$ cat src/rtl/fetch_queue_pkg.sv
// Shared types and constants for the fetch/decode decoupling queue.
package fetch_queue_pkg;

  localparam int unsigned FQ_DEPTH = 16;
  localparam int unsigned FQ_PTR_W = $clog2(FQ_DEPTH);
  localparam int unsigned FQ_LANES = 4;

  typedef logic [FQ_PTR_W-1:0] FQ_PTR;
  typedef logic [FQ_PTR_W:0]   FQ_CNT;

  // One fetched instruction handed to decode.
  typedef struct packed {
    logic [31:0] pc;
    logic [31:0] inst;
  } DECODE_REQUIRE;

  // Lane counts above 4 are illegal; hardware treats them as 4.
  function automatic logic [2:0] fq_clamp4(input logic [2:0] n);
    return (n > 3'd4) ? 3'd4 : n;
  endfunction

endpackage

$ cat src/rtl/fetch_queue_lane_rotate.sv
// Lane rotation between the 4-wide fetch/decode interfaces and circular storage.
module fq_lane_rotate
  import fetch_queue_pkg::*;
#(
  parameter int unsigned DEPTH = FQ_DEPTH,
  parameter int unsigned PTR_W = $clog2(DEPTH)
) (
  input  logic [PTR_W-1:0]       wr_ptr,
  input  logic [PTR_W-1:0]       rd_ptr,
  input  logic [2:0]             wr_num,
  input  DECODE_REQUIRE [3:0]    in_lanes,
  input  DECODE_REQUIRE          mem [DEPTH],
  output logic [DEPTH-1:0]       wr_en,
  output DECODE_REQUIRE          wr_data [DEPTH],
  output DECODE_REQUIRE [3:0]    out_lanes
);

  // Each storage slot picks the input lane at its distance from wr_ptr.
  always_comb begin
    logic [PTR_W-1:0] offset;
    offset = '0;
    for (int unsigned j = 0; j < DEPTH; j++) begin
      offset     = PTR_W'(j) - wr_ptr;
      wr_en[j]   = (offset < PTR_W'(wr_num));
      wr_data[j] = in_lanes[offset[1:0]];
    end
  end

  // Oldest four entries starting at rd_ptr, wrapping modulo DEPTH.
  always_comb begin
    for (int unsigned i = 0; i < 4; i++) begin
      out_lanes[i] = mem[rd_ptr + PTR_W'(i)];
    end
  end

endmodule

$ cat src/rtl/fetch_queue.sv
// Circular instruction buffer decoupling fetch from decode.
module fetch_queue
  import fetch_queue_pkg::*;
#(
  parameter int unsigned DEPTH = FQ_DEPTH,
  parameter int unsigned PTR_W = $clog2(DEPTH)
) (
  input  logic                clk,
  input  logic                rst_n,
  input  logic                flash,
  input  logic [2:0]          push_num,
  input  DECODE_REQUIRE [3:0] push_data,
  input  logic [2:0]          pop_num,
  output DECODE_REQUIRE [3:0] out_data,
  output logic [2:0]          out_num,
  output logic [PTR_W:0]      free_num,
  output logic                stall_from_fetchq
);

  logic [PTR_W-1:0] rd_ptr;
  logic [PTR_W-1:0] wr_ptr;
  logic [PTR_W:0]   count;
  DECODE_REQUIRE    mem [DEPTH];
  logic [DEPTH-1:0] wr_en;
  DECODE_REQUIRE    wr_data [DEPTH];
  logic [2:0]       push_c;
  logic [2:0]       pop_c;
  logic [2:0]       acc_push;
  logic [2:0]       eff_pop;
  logic             accept;

  fq_lane_rotate #(
    .DEPTH (DEPTH),
    .PTR_W (PTR_W)
  ) u_rotate (
    .wr_ptr    (wr_ptr),
    .rd_ptr    (rd_ptr),
    .wr_num    (acc_push),
    .in_lanes  (push_data),
    .mem       (mem),
    .wr_en     (wr_en),
    .wr_data   (wr_data),
    .out_lanes (out_data)
  );

  // Occupancy flags and the accepted push / effective pop for this cycle.
  // Push room is judged on registered occupancy only; a same-cycle pop never helps.
  always_comb begin
    push_c            = fq_clamp4(push_num);
    pop_c             = fq_clamp4(pop_num);
    out_num           = (count >= (PTR_W+1)'(4)) ? 3'd4 : count[2:0];
    free_num          = (PTR_W+1)'(DEPTH) - count;
    accept            = ((PTR_W+1)'(push_c) <= free_num);
    stall_from_fetchq = ~accept & ~flash;
    acc_push          = (accept && !flash) ? push_c : 3'd0;
    eff_pop           = flash ? 3'd0 : ((pop_c < out_num) ? pop_c : out_num);
  end

  // Pointer and occupancy update; flash clears everything below reset.
  always_ff @(posedge clk) begin
    if (!rst_n) begin
      rd_ptr <= '0;
      wr_ptr <= '0;
      count  <= '0;
    end else if (flash) begin
      rd_ptr <= '0;
      wr_ptr <= '0;
      count  <= '0;
    end else begin
      wr_ptr <= wr_ptr + PTR_W'(acc_push);
      rd_ptr <= rd_ptr + PTR_W'(eff_pop);
      count  <= count + (PTR_W+1)'(acc_push) - (PTR_W+1)'(eff_pop);
    end
  end

  // Entry storage, not reset; only slots covered by an accepted push are written.
  always_ff @(posedge clk) begin
    for (int unsigned j = 0; j < DEPTH; j++) begin
      if (wr_en[j]) mem[j] <= wr_data[j];
    end
  end

  // Lane counts above four are illegal from fetch and decode.
  a_push_legal: assert property (@(posedge clk) disable iff (!rst_n) push_num <= 3'd4);
  a_pop_legal:  assert property (@(posedge clk) disable iff (!rst_n) pop_num <= 3'd4);

endmodule

$ cat config.mk
export PLATFORM = sky130hd
export DESIGN_NAME = fetch_queue
export DESIGN_NICKNAME = d
export VERILOG_FILES = /design/src/rtl/fetch_queue_pkg.sv /design/src/rtl/fetch_queue_lane_rotate.sv /design/src/rtl/fetch_queue.sv
export SDC_FILE = /design/constraint.sdc
export NUM_CORES = 2
export LEC_CHECK = 0
export CAP_MARGIN = 20
export CORE_MARGIN = 2
export CORE_UTILIZATION = 25
export CTS_CLUSTER_SIZE = 28
export DETAILED_ROUTE_END_ITERATION = 10
export DONT_BUFFER_PORTS = 1
export PLACE_DENSITY = 0.44
export SYNTH_ARGS = -nofsm -noshare
export SYNTH_HDL_FRONTEND = slang
export SYNTH_HIERARCHICAL = 1
export SYNTH_SLANG_ARGS = --single-unit
$ cat constraint.sdc
create_clock -name clk -period 14.5 [get_ports clk]
set_clock_uncertainty 0.2 [all_clocks]
set_input_delay 1.45 -clock clk [delete_from_list [all_inputs] [get_ports clk]]
set_output_delay 1.45 -clock clk [all_outputs]
set_load 0.01 [all_outputs]
== Word-level counts from Yosys, hierarchy flattened ==
Index checks and enable logic that the tools add are counted.
Word-level totals
  bits in registers: 1037
  input bits: 265
  output and inout bits: 265
  logic and storage cells: 161
Cells by class
  bitwise logic cells: 8
  $add $sub $neg: 24
  mux-type cells: 50
  reduce and logical (&&, ||, !) cells: 3
  order comparisons: 41
Operators with widths (count)
  binary-select mux 64 bit (select 2 bit): 16
  2-to-1 mux 64 bit: 24
  binary-select mux 64 bit (select 4 bit): 4
  < comparator 4 x 3 -> 1 bit: 16
  < comparator 2 x 3 -> 1 bit (second input constant): 16
  subtractor 4 bit (first input constant): 8
  greater-or-equal comparator 5 bit (second input constant): 4
  NOT 4 -> 5 bit: 4
  2-to-1 mux 3 bit: 6
  subtractor 3 x 4 -> 4 bit (first input constant): 4
  adder 4 x 2 -> 4 bit (second input constant): 2
  adder 4 x 3 -> 4 bit: 2
  subtractor 1 x 4 -> 4 bit (first input constant): 2
  subtractor 2 x 4 -> 4 bit (first input constant): 2
  > comparator 3 bit (second input constant): 2
  adder 5 x 3 -> 5 bit: 1
  greater-or-equal comparator 5 x 3 -> 1 bit (second input constant): 1
  less-or-equal comparator 3 x 5 -> 1 bit: 1
  subtractor 5 x 3 -> 5 bit: 1
  subtractor 5 bit (first input constant): 1
  adder 4 x 1 -> 4 bit (second input constant): 1
  < comparator 3 bit: 1
  NOT 1 bit: 3
  OR reduction 2 bit: 1
  3 further kinds: 3

== Logic depth before layout (Yosys ltp) ==
  depth after elaboration: 7
  gate-level depth with buffers: 17
  depth with buffers taken out: 17

== Modules after synthesis ==
The synthesis kept the hierarchy.
By module, submodules not included
  fq_lane_rotate: area each 43664.4 um^2, instances 1, sequential area each 0.0 um^2, cells an instance 3681
  fetch_queue: area each 31920.6 um^2, instances 1, sequential area each 31009.7 um^2, cells an instance 1154

== Worst setup path after synthesis ==
OpenSTA, ideal clock, no wires.
  path type: input port to flip-flop
  start: input port push_num[1]
  end: register mem[0] (netlist name)
  setup time: 0.582 ns
  path buffers: 0
  slack: 5.864 ns
  arrival time: 7.854 ns
  required time: 13.718 ns
  cell stages on the path: 10
  cells stage by stage: nor2b_1 -> ha_1 -> nor2b_1 -> o21a_1 -> o221ai_4 -> and2_1 -> inv_1 -> ha_1 -> a21o_1 -> a211oi_1
On the way
  longest elaborated chain between the ends: 6
RTL lines
  start, declared: line fetch_queue.sv:11  | input logic [2:0] push_num,
  > comparator 3 bit: line fetch_queue_pkg.sv:19  | return (n > 3'd4) ? 3'd4 : n;
  2-to-1 mux 3 bit *: line fetch_queue_pkg.sv:19
  less-or-equal comparator 3 x 5 -> 1 bit: line fetch_queue.sv:53  | accept = ((PTR_W+1)'(push_c) <= free_num);
  logical AND 1 bit: line fetch_queue.sv:55  | acc_push = (accept && !flash) ? push_c : 3'd0;
  2-to-1 mux 3 bit *: line fetch_queue.sv:55
  net acc_push[1]: line fetch_queue.sv:28  | logic [2:0] acc_push;
  < comparator 4 x 3 -> 1 bit *: line fetch_queue_lane_rotate.sv:24  | wr_en[j] = (offset < PTR_W'(wr_num));
  net wr_en[15]: line fetch_queue.sv:24  | logic [DEPTH-1:0] wr_en;
The timed path passes the listed nets; every way through them passes the cells marked *.
A chain may end at the register's enable or synchronous reset.

==> results.toml <==
[min_path]
hold_class = "reg2reg"
min_delay_worst_endpoint = "rd_ptr[3]"
min_path_cells = 2
hp-start = "rd_ptr[3]"

[clock_network]
cts_hold_buf = 0
cts.reportedPaths.clkPinSlew_ns = 0.05
cts_resized = 0
numCtsBuffers = 142
clock_sinks = 1037
clock_latency_ns = 0.81
clockBufferDepth = 4
cts_root_buf = "clkbuf_16"
cts_tree = "yes"
htreeDepth = 4
postCtsSetupBuffers = 0

[sta]
min_period_ns = 8.35
fin_tns_setup_ns = 0
drv_slew = 0
rsz0062_at_grt = "false"
fin_crit_sh_pct = 57.6
setup_violations = 0
slew_headroom_pct = 10.1
max_freq_mhz = 120
worst_pin_slew_ns = 1.35
hold_violations = 0

[detailed_routing]
firstDrtPassIters = 6
wl_um = 292000
vias = 45100
ant_nets = 0
drtIter0Drc = 5104
drc = 0
post_drt_wl_per_cell_um = 36.6
vias_per_cell = 5.65

[power_and_ir_drop]
ir_worst_vdd_uv = 84.9
p_leak_nw = 22.3
power_w = 0.0120
power_density_mw_per_mm2 = 152

[die]
io_pins = 530
core_area_mm2 = 0.300
rows = 201
start_util_pct = 25.2
die_area_mm2 = 0.307
die_w_um = 554
dieHeight_um = 554

[placed_design]
port_buffers = 0
place_congestion = 0.801
dp.final_hpwl_um = 185000

[critical_path]
arrival_ns = 6.70
crit_type = "reg2out"
crit_fanout = 75
r2r_cells = 15
r2r-end = "mem[679]"
critPathLaunchType = "register"
r2r-start = "count[0]"
rrSetupSlack_ns = 8.90
critPathRequiredTime_ns = 12.85
crit_path_end_kind = "output port"

[global_routing]
grt_max_degree = 121
grt_pass1_vias = 45700
grt.busiest_layer = "met2"
grt_util_all_layers_pct = 18.5
grtUsageMet1_pct = 23.4
use_met3_pct = 4.46
antenna_found_initial = 12
grt-ovfl-total = 0
use_met2_pct = 31.2
grt_pass1_wl_um = 397000

[logic_synthesis]
yosys_warnings = 6
synth_edf_count = 1024
ys_async_sr_fraction_pct = 0
synth_ff_type = "edfxtp_1"
synthCells = 4835
synth_area_mm2 = 0.0756
synthDistinctLibCells = 47
ys_ff_latch = 1037
ys_seq_area_share_pct = 41.0
synth_area_per_cell_um2 = 15.6
syn-num-nets = 5148

[cells_and_area]
drive_above_1_share_pct = 36.4
fill_cells = 30400
syn2layout_area_growth_pct = 4.42
fin_nets = 4227

[status]
outcome = "completed"

[flow_run]
drv_cap = 0
==> kinds of logic (layout without fill, tap and decap cells) <==
kind of cell | count (synthesis) | count (layout) | synth area share, %
DFF | 1037 | 1037 | 41.0
adders and majority gates | 48 | 48 | 0.844
and+or+nand+nor | 264 | 264 | 2.07
muxes | 1782 | 1782 | 41.4
other | 0 | 1 | 0
AOI/OAI and AO/OA | 462 | 462 | 4.03
xor gates and xnor gates | 24 | 24 | 0.298
buffers and inverters | 1218 | 406 | 10.3
==> layout make-up <==
type | instances | area (um2) | share of cell area, %
Multi-Input combinational cell | 2580 | 37100 | 47.0
Sequential cell | 1037 | 31000 | 39.3
Tap cell | 3958 | 4950 | 6.27
Clock buffer | 170 | 3760 | 4.77
Timing Repair Buffer | 121 | 1100 | 1.40
Clock inverter | 83 | 872 | 1.10
Inverter | 32 | 133 | 0.168
Antenna cell | 1 | 2.50 | 0.00317
==> metal layers <==
metal | wire length (um) | vias to the layer above
met4 | 7840 | 0
met3 | 24800 | 399
met2 | 144000 | 2295
met5 | 0 | -
li1 | - | 17600
met1 | 116000 | 24800
==> placed cells by master, fill, tap and decap left out, types with 10 or more instances in the layout <==
| cell | synthesis | layout |
|---|---|---|
| a211oi_1 | 105 | 103 |
| a221o_1 | 16 | 16 |
| clkinv_1 | 0 | 19 |
| clkinv_2 | 0 | 26 |
| and2_1 | 94 | 89 |
| mux4_2 | 1075 | 1075 |
| clkbuf_16 | 0 | 146 |
| nand2_1 | 48 | 45 |
| inv_1 | 31 | 30 |
| or4_1 | 44 | 44 |
| ha_1 | 43 | 40 |
| bufinv_16 | 0 | 14 |
| mux2i_1 | 705 | 705 |
| nor2_1 | 14 | 10 |
| o22ai_1 | 192 | 191 |
| clkbuf_1 | 156 | 22 |
| a21oi_1 | 116 | 116 |
| nor2b_1 | 37 | 28 |
| buf_12 | 0 | 14 |
| a32o_1 | 16 | 16 |
| edfxtp_1 | 1024 | 1024 |
| buf_4 | 793 | 106 |
==> worst max-delay path: stages, from the launching register on <==
cell,delay (ns)
dfxtp_4,0.90
buf_4,0.56
inv_8,0.32
ha_4,0.40
buf_12,0.54
nor2b_4,0.24
buf_4,0.34
nand2b_4,0.38
buf_4,0.90
o22ai_1,0.24
or4_1,0.67
==> state kept, by name, indices dropped and copies added (netlist names) <==
name / cells
rd_ptr: 4
wr_ptr: 4
mem: 1024
count: 5
==> where the power goes <==
part / switching (W) / internal (W) / total (W)
Clock: 0.00143 / 0.00211 / 0.00354
Sequential: 0.000377 / 0.00387 / 0.00424
Combinational: 0.00253 / 0.00164 / 0.00418
==> synth_stat cells (3+ instances only) <==
cell | count | area share (%)
a21oi_1 | 116 | 0.77
a211oi_1 | 105 | 1.0
a32o_1 | 16 | 0.21
nand2b_1 | 7 | 0.058
clkbuf_1 | 156 | 0.77
nor2_1 | 14 | 0.070
ha_1 | 43 | 0.71
a21o_1 | 9 | 0.089
dfxtp_1 | 13 | 0.34
edfxtp_1 | 1024 | 41
a221o_1 | 16 | 0.21
mux2i_1 | 705 | 9.3
fa_1 | 5 | 0.13
inv_1 | 31 | 0.15
buf_1 | 25 | 0.12
xnor2_1 | 13 | 0.15
o22ai_1 | 192 | 1.6
buf_4 | 793 | 7.9
and3_1 | 5 | 0.041
o21a_1 | 4 | 0.040
xor2_1 | 9 | 0.10
nand2_1 | 48 | 0.24
nor2b_1 | 37 | 0.31
and2_1 | 94 | 0.78
mux4_2 | 1075 | 32
buf_2 | 212 | 1.4
or4_1 | 44 | 0.44
nor3_1 | 3 | 0.020
==> through the flow <==
| step | worst slack (ns) | hold slack (ns) | instances | util (%) | area [um2] |
|---|---|---|---|---|---|
| finish | 6.15 | 0.517 | 7982 | 26.3 | 78900 |
| CTS | 5.88 | 0.528 | 7980 | 26.3 | 78900 |
| global placement | 6.79 | 0.515 | 7725 | 24.7 | 74200 |
| floorplan | 5.86 | 0.277 | 4835 | - | 75600 |
| detailed placement | 6.77 | 0.521 | 7727 | 24.7 | 74300 |
| global route | 5.81 | 0.556 | 7982 | 26.3 | 78900 |
==> worst max path at each step <==
stage / end / startpoint / cells after the start
after CTS: out_data[154] / rd_ptr[0] / 9
after global routing: out_data[158] / rd_ptr[0] / 10
after detailed placement: out_data[154] / rd_ptr[0] / 9
final: out_data[64] / rd_ptr[0] / 10
after global placement: out_data[154] / rd_ptr[0] / 9
after floorplan: mem[0] / push_num[1] / 10
No activity file was read; power rests on OpenSTA's default activity.
